==> src/rtl/modn_updown_counter_pkg.sv <==
// Shared constants and the width helper for the mod-N up/down counter.
// Direction and bound-mode encodings match the A and MODE pin polarities.
package modn_updown_counter_pkg;
    localparam logic DIR_UP    = 1'b1;
    localparam logic DIR_DN    = 1'b0;
    localparam logic MODE_WRAP = 1'b0;
    localparam logic MODE_SAT  = 1'b1;

    // Counter width for a given modulus; never narrower than one bit.
    function automatic int modn_width(input int m);
        return (m <= 2) ? 1 : $clog2(m);
    endfunction
endpackage

==> src/rtl/modn_step.sv <==
// Next-count and bound decode for one mod-N step; purely combinational.
// Out-of-range counts steer to zero and never report a bound.
module modn_step
    import modn_updown_counter_pkg::*;
#(
    parameter  int MOD = 10,
    localparam int W   = modn_width(MOD)
) (
    input  logic [W-1:0] i_q,
    input  logic         i_a,
    input  logic         i_mode,
    output logic [W-1:0] o_q_nxt,
    output logic         o_at_bound
);
    localparam logic [W-1:0] MAXV = W'(MOD - 1);
    localparam logic [W:0]   MODV = (W+1)'(MOD);

    logic w_out_of_range;
    assign w_out_of_range = ({1'b0, i_q} >= MODV);

    always_comb begin
        o_q_nxt    = '0;
        o_at_bound = 1'b0;
        if (!w_out_of_range) begin
            unique case (i_a)
                DIR_UP: begin
                    o_at_bound = (i_q == MAXV);
                    if (o_at_bound)
                        o_q_nxt = (i_mode == MODE_WRAP) ? '0 : MAXV;
                    else
                        o_q_nxt = i_q + W'(1);
                end
                DIR_DN: begin
                    o_at_bound = (i_q == '0);
                    if (o_at_bound)
                        o_q_nxt = (i_mode == MODE_SAT) ? '0 : MAXV;
                    else
                        o_q_nxt = i_q - W'(1);
                end
            endcase
        end
    end
endmodule

==> src/rtl/modn_updown_counter.sv <==
// Mod-N up/down counter with load, wrap/saturate and cascadable terminal count.
// Q and LERR are registered (1-cycle); TC is combinational for TC->EN chaining.
module modn_updown_counter
    import modn_updown_counter_pkg::*;
#(
    parameter  int MOD = 10,
    localparam int W   = modn_width(MOD)
) (
    input  logic         CLK,
    input  logic         R,
    input  logic         EN,
    input  logic         A,
    input  logic         MODE,
    input  logic         LD,
    input  logic [W-1:0] D,
    output logic [W-1:0] Q,
    output logic         Y,
    output logic         TC,
    output logic         LERR
);
    localparam logic [W:0] MODV = (W+1)'(MOD);

    logic [W-1:0] r_q;
    logic         r_lerr;
    logic [W-1:0] w_q_nxt;
    logic         w_at_bound;
    logic         w_ld_err;
    logic         w_q_bad;

    modn_step #(.MOD(MOD)) u_step (
        .i_q        (r_q),
        .i_a        (A),
        .i_mode     (MODE),
        .o_q_nxt    (w_q_nxt),
        .o_at_bound (w_at_bound)
    );

    assign w_ld_err = ({1'b0, D}   >= MODV);
    assign w_q_bad  = ({1'b0, r_q} >= MODV);

    // A corrupted count is scrubbed even while EN is low.
    always_ff @(posedge CLK) begin
        if (R) begin
            r_q    <= '0;
            r_lerr <= 1'b0;
        end else if (LD) begin
            r_q    <= w_ld_err ? '0 : D;
            r_lerr <= w_ld_err;
        end else begin
            r_lerr <= 1'b0;
            if (EN || w_q_bad)
                r_q <= w_q_nxt;
        end
    end

    assign Q    = r_q;
    assign Y    = (r_q == '0);
    assign LERR = r_lerr;
    assign TC   = ~R & ~LD & EN & w_at_bound;
endmodule
==> config.mk <==
export PLATFORM = sky130hd
export DESIGN_NAME = modn_updown_counter
export DESIGN_NICKNAME = d
export VERILOG_FILES = /design/src/rtl/modn_updown_counter_pkg.sv /design/src/rtl/modn_step.sv /design/src/rtl/modn_updown_counter.sv
export SDC_FILE = /design/constraint.sdc
export NUM_CORES = 1
export LEC_CHECK = 0
export ABC_AREA = 1
export CAP_MARGIN = 10
export CORE_AREA = 5 5 42 44
export CTS_CLUSTER_DIAMETER = 40
export DETAILED_ROUTE_END_ITERATION = 10
export DIE_AREA = 0 0 47 49
export GPL_ROUTABILITY_DRIVEN = 0
export HOLD_SLACK_MARGIN = 0.12
export MAX_ROUTING_LAYER = met4
export PLACE_DENSITY = 0.68
export SYNTH_ARGS = -nofsm -noshare
export SYNTH_HDL_FRONTEND = slang
export SYNTH_SLANG_ARGS = --single-unit
export TNS_END_PERCENT = 100
==> constraint.sdc <==
create_clock -name CLK -period 1.8 [get_ports CLK]
set_clock_uncertainty 0.05 [all_clocks]
set_input_delay 0.18 -clock CLK [delete_from_list [all_inputs] [get_ports CLK]]
set_output_delay 0.18 -clock CLK [all_outputs]
set_load 0.03 [all_outputs]
==> results of run 1 <==
-- power groups by stage --
| stage | Sequential [W] | Clock (W) | Combinational, W |
|---|---|---|---|
| final | 0.000126 | 0.000127 | 0.000226 |
| after CTS | 0.000126 | 0.000133 | 0.000227 |
| after floorplan | 0.000157 | 0 | 0.000110 |
| after detailed placement | 0.000128 | 0 | 0.000227 |
| after global routing | 0.000127 | 0.000139 | 0.000251 |
| after global placement | 0.000128 | 0 | 0.000226 |
-- kinds of logic (layout without fill, tap and decap cells) --
logic type,Yosys count,in the layout,synth area share
buffers and inverters,17,42,0.127
AOI/OAI and AO/OA,7,7,0.100
DFF,5,5,0.200
and+or+nand+nor,62,62,0.573
-- registers in the layout, indices dropped and copies added (netlist names) --
name,flops
Q,4
LERR,1
-- final timing paths --
check	end	slack [ns]
setup reg to reg	Q[0]	0.52
setup / recovery	Q[3]	0.18
hold reg to reg	Q[3]	0.66
hold / removal	LERR	0.47
-- final cells by class --
type	count	area (sq um)
inverters	17	63.8
flip-flops and latches	5	100
well taps	16	20.0
multi-input cells	69	337
clock buffers	4	26.3
repair buffers	21	198
fillers	167	657
-- timing repair --
item / in CTS / in global routing
setup buffers: 0 / 0
resized for setup: 0 / 1
endpoints found under the setup margin: 0 / 1
-- metrics by stage --
step	setup slack [ns]	instance area [sq um]	utilization	total power, W
floorplan	0.0984	500	-	0.000267
CTS	0.0167	742	0.529	0.000486
finish	0.175	744	0.531	0.000479
global route	0.132	744	0.531	0.000517
detailed placement	0.276	716	0.511	0.000355
global placement	0.289	716	0.511	0.000354
-- layer usage --
metal  vias to the layer above  part of all wire  GRT usage
met3                         0             0.086     0.0221
met2                        24              0.50      0.204
met4                         0                 0     0.0553
li1                        336                 -          -
met1                       256              0.41      0.157
met5                         -                 0          -
-- layout by cell type (no fill, tap or decap), drive strengths merged --
| cell type | n |
|---|---|
| nor3 | 1 |
| nand2 | 34 |
| nand3 | 16 |
| nand4 | 1 |
| dfxtp | 5 |
| inv | 17 |
| buf | 6 |
| clkdlybuf4s50 | 14 |
| a21oi | 5 |
| clkbuf | 4 |
| o21ai | 2 |
| dlymetal6s2s | 1 |
| nor2 | 10 |
==> flow_summary.json, run 1 <==
{
  "drc_errors": 0,
  "max_slew_margin": 0.790,
  "crit_slowest_cell": "clkdlybuf4s50_1",
  "maxCapViolCount": 0,
  "p_leak_nw": 0.386,
  "track_usage": 0.130,
  "drive_above_1_share": 0.172,
  "syn_area_sq_um": 500,
  "synth_edf_count": 0,
  "cts_sinks": 5,
  "ir_drop_v": 0.000341,
  "path_depth": 2,
  "dr.pass1.iters": 4,
  "portBuffers": 16,
  "overflow": 0,
  "grt_pass1_vias": 544,
  "holdCritPathClass": "in -> reg",
  "setup_violations": 0,
  "clkTransAtPathRegs_ns": 0.04,
  "dp.cells": 128,
  "grt_max_degree": 8,
  "clockPowerShare": 0.265,
  "critPathMaxFanout": 6,
  "tightest_slew_ns": 0.315,
  "dr_total_vias": 616,
  "synth_cells": 91,
  "rr_worst_depth": 7,
  "p_int_w": 0.000297,
  "powerDensity_nw_per_um2": 643,
  "synth_area_leaders": "nand2_1, dfxtp_1, nand3_1",
  "synth_seq_cells": 5,
  "vias_per_cell": 4.67,
  "numCtsBuffers": 3,
  "hold_buffers": 0,
  "cp_num_buf_inv": 2,
  "rsz0062_at_grt": "false",
  "finalCritPeriodShare": 0.903,
  "final_cells": 132,
  "ys_seq_area_frac": 0.200,
  "grt_pass1_wl_mm": 2.15,
  "crit_type": "reg -> out",
  "r2r_start": "Q[1]",
  "cts_root_buffer": "clkbuf_4",
  "async_flop_share": 0,
  "syn2layout_area_growth_pct": 48.8,
  "worstSetupStartpoint": "Q[3]",
  "cp.required_ns": 1.57,
  "rows": 14,
  "seqPwrFrac": 0.263,
  "holdWs_ns": 0.473,
  "end_kind": "output port",
  "synth_top_flop_cell": "dfxtp_1",
  "whs_path_depth": 2,
  "yosysTopAreaCell": "nand2_1",
  "arrival_ns": 1.39,
  "crit_family": "buffers and inverters",
  "pwr-share-comb": 0.472,
  "coreArea_sq_um": 1400,
  "p_sw_frac": 0.379,
  "fin_crit_ns": 1.62,
  "clock_latency_ns": 0.24,
  "n_antenna_cell": 0,
  "clockBufferDepth": 2,
  "routed_wl_mm": 1.29,
  "synthTopCellsByCount": "nand2_1, inv_1, nand3_1, nor2_1, dfxtp_1",
  "synth_top_area_share": 0.240,
  "fin_nets": 127,
  "start_util": 0.357,
  "p_switching_w": 0.000182,
  "ant_nets": 0,
  "yosysMostFrequentCell": "nand2_1",
  "routedWlPerCell_um": 9.80,
  "cts_tree": "done",
  "ios": 17,
  "hold_start": "R",
  "crit_chain": "buf_4 > clkdlybuf4s50_1",
  "fmax_mhz": 615,
  "die_w_um": 47,
  "antenna_found_initial": 0,
  "first_iter_violations": 6,
  "detailed_place_hpwl_mm": 1.12,
  "dieArea_sq_um": 2300,
  "syn_area_per_cell_sq_um": 5.50,
  "slowest_delay_ns": 0.67,
  "die_y_um": 49,
  "start_kind": "flop",
  "syn-num-nets": 101,
  "status": "complete, no violations",
  "final-hold-violation-count": 0,
  "htreeDepth": 1,
  "maxSlewViolCount": 0,
  "tns_ns": 0,
  "synth_warnings": 0,
  "yosysUniqueCellTypes": 14
}
Power figures use the tool's default switching activity.
==> inputs of run 2 (changes only) <==
--- a/config.mk
+++ b/config.mk
@@ -15,6 +15,7 @@
 export HOLD_SLACK_MARGIN = 0.12
 export MAX_ROUTING_LAYER = met4
 export PLACE_DENSITY = 0.68
+export SLEW_MARGIN = 20
 export SYNTH_ARGS = -nofsm -noshare
 export SYNTH_HDL_FRONTEND = slang
 export SYNTH_SLANG_ARGS = --single-unit
==> results of run 2 <==
Same layout as run 1: the final DEF is identical, and so are final timing and power.
==> patch (config.mk and constraints of run 2) <==
`MOD` is set to 10 in 2 places; all go to 9.
--- a/src/rtl/modn_step.sv
+++ b/src/rtl/modn_step.sv
@@ -3,7 +3,7 @@
 module modn_step
     import modn_updown_counter_pkg::*;
 #(
-    parameter  int MOD = 10,
+    parameter  int MOD = 9,
     localparam int W   = modn_width(MOD)
 ) (
     input  logic [W-1:0] i_q,
--- a/src/rtl/modn_updown_counter.sv
+++ b/src/rtl/modn_updown_counter.sv
@@ -3,7 +3,7 @@
 module modn_updown_counter
     import modn_updown_counter_pkg::*;
 #(
-    parameter  int MOD = 10,
+    parameter  int MOD = 9,
     localparam int W   = modn_width(MOD)
 ) (
     input  logic         CLK,
Behaviour: not the same (Yosys sat finds a counterexample within 4 cycles, from zero or initial values).
==> patch against run 2 <==
- combinational power grew 18%
- critical path depth grew 7
- utilization grew 4.6 points
- setup slack lost 160 ps
- power grew 13%
- sequential cell count is the same
- wire length grew 8.9%
- synthesized area grew 5.2%
- cell area grew 8.7%
- global-route usage grew 0.45 points
- worst hold slack gained 40 ps
- sequential share of layout area shrank 0.62 points
- critical path type unchanged
- largest power group unchanged
==> patch: results (changes against run 2) <==
Global routing
- first-pass GRT wire length: 2330 um, +8.0%
- maximum number of pins on one net before global-route repair: 9, +1
- initial antenna violation count: 0, unchanged
- Tot GR Track Use: 0.134, +0.00452
- via count of the first global-routing pass: 550, +1.1%

Clocking
- clk slew on worst S/H paths: 50 ps
- Clock Latency Late Sink: 250 ps
- buffer type at the clock tree root: sky130_fd_sc_hd__clkbuf_4
- H-tree depth reported by CTS: 1, unchanged

Place
- placed instance area: 717 sq um, +0.17%
- half-perimeter wire length after placement: 1090 um, -2.7%
- post-placement setup slack: 228 ps, -47.5 ps
- count of input and output buffers: 16, unchanged

STA
- transition time at the pin with the least slew margin: 338 ps, +22.8 ps
- Fin Hold WS: 512 ps, +39.5 ps

Pwr
- leakage component of the power: 0.410 nW, +6.0%
- total internal power: 0.324 mW, +9.1%
- maximum resistive drop on vdd: 393 uV, +15%

Setup path
- critical path data arrival time: 1550 ps, +160 ps
- worst reg2reg startpoint: Q[1]$_SDFFE_PP0P_
- FF-to-FF path depth: 10, +3
- endpoint of the worst register-to-register path: Q[2]$_SDFFE_PP0P_
- slack of the worst reg-to-reg path: 300 ps, -220 ps

Routing
- violation count after the first detailed-routing iteration: 14, +8
- aggregate routed wire length: 1410 um, +8.9%
- router iterations before antenna repair: 4, unchanged
- via/cell ratio: 4.80, +3.0%

Yosys
- most used standard cells in the synthesized netlist: sky130_fd_sc_hd__nand2_1 (21), sky130_fd_sc_hd__inv_1 (20), sky130_fd_sc_hd__nand3_1 (14)
- Syn Nets: 104, +3.0%
- share of synthesized flip-flops with an asynchronous set or reset: 0, unchanged
- leading post-synthesis cells by cell area: sky130_fd_sc_hd__dfxtp_1 (19%), sky130_fd_sc_hd__nand2_1 (15%), sky130_fd_sc_hd__inv_1 (14%)
- sequential element share of the synthesized area: 0.190, -0.00998
- count of cell types in the netlist: 15, +1

Finish
- number of filler instances in the final layout: 145, -13%
- ratio of cells with drive above 1 in the final layout: 0.197, +0.0242
- Ant. Diodes: 0, unchanged
- Layout area overhead: 53.7%
- Largest register FFs: 4, unchanged
- number of nets at the end of the flow: 132, +3.9%

Worst hold path
- Worst Hold Path Cells: 3, +1
- hold path startpoint: D[3]
- Min-Delay Endpoint: LERR$_SDFF_PP0_
- Hold/Removal Path Class: input port to flip-flop

Job
- max-cap viol count: 0, unchanged

Status
- outcome: completed

-- patch: changes by cell type in the layout (fill, tap and decap cells not counted), sizes merged, moves of 2 or more --
| cell | before | now |
|---|---|---|
| nand2 | 34 | 21 |
| nor2 | 10 | 8 |
| o21ai | 2 | 6 |
| inv | 17 | 20 |
| nand4 | 1 | 4 |
| ha | 0 | 4 |
| buf | 6 | 10 |
-- patch: power by group through the flow --
stage               clock [mW]  sequential [mW]  combinational (mW)
floorplan                    0            0.155               0.130
CTS                      0.133            0.137               0.235
finish                   0.135            0.137               0.267
detailed placement           0            0.138               0.232
global route             0.151            0.138               0.297
global placement             0            0.137               0.232
-- patch: cell type report --
cell class	count	area share
flip-flops and latches	5	0.128
well taps	16	0.0247
repair buffers	24	0.270
clock buffers	4	0.0325
inverters	20	0.0958
multi-input cells	64	0.448
-- patch: logic make-up after synthesis --
kind of cell | Yosys count | share of synthesized area
and+or+nand+nor | 48 | 0.425
DFF | 5 | 0.190
AOI/OAI and AO/OA | 12 | 0.126
buffers and inverters | 21 | 0.164
adders and majority gates | 4 | 0.0950
-- patch: through the flow --
step	total power [mW]	std cells
6_report	0.540	133
3_5_place_dp	0.370	124
4_1_cts	0.504	128
3_3_place_gp	0.369	124
2_1_floorplan	0.285	90
5_1_grt	0.587	133
-- patch: worst max-delay path by stage --
stage | from | cells after the start | endpoint | slack (ps)
floorplan | Q[0]$_SDFFE_PP0P_ | 8 | TC | 10
global placement | Q[0]$_SDFFE_PP0P_ | 9 | TC | 230
detailed placement | Q[0]$_SDFFE_PP0P_ | 9 | TC | 230
CTS | Q[1]$_SDFFE_PP0P_ | 9 | TC | 10
global route | Q[1]$_SDFFE_PP0P_ | 9 | TC | -70
finish | Q[1]$_SDFFE_PP0P_ | 9 | TC | 20
-- patch: worst max-delay path: stages (launching register included) --
cell                      delay (ps)
sky130_fd_sc_hd__dfxtp_4         360
sky130_fd_sc_hd__inv_4            70
sky130_fd_sc_hd__ha_4            140
sky130_fd_sc_hd__inv_2            40
sky130_fd_sc_hd__nor2_4          110
sky130_fd_sc_hd__nand2_2          70
sky130_fd_sc_hd__a21oi_2         150
sky130_fd_sc_hd__nand3_1         100
sky130_fd_sc_hd__nor2_2          130
sky130_fd_sc_hd__buf_6           140
-- patch: routing by layer --
| layer | global-route usage | wire [um] | vias up |
|---|---|---|---|
| met5 | - | 0 | - |
| met4 | 0.0138 | 0 | 0 |
| met3 | 0.0332 | 58 | 0 |
| met2 | 0.204 | 710 | 12 |
| met1 | 0.184 | 640 | 284 |
| li1 | - | - | 343 |
-- patch: what timing repair did --
action	4_1_cts	5_1_grt
endpoints found under the setup margin	1	1
gates resized for setup	4	6
setup buffers	0	5
pin swaps	0	6
hold endpoints to repair	0	0
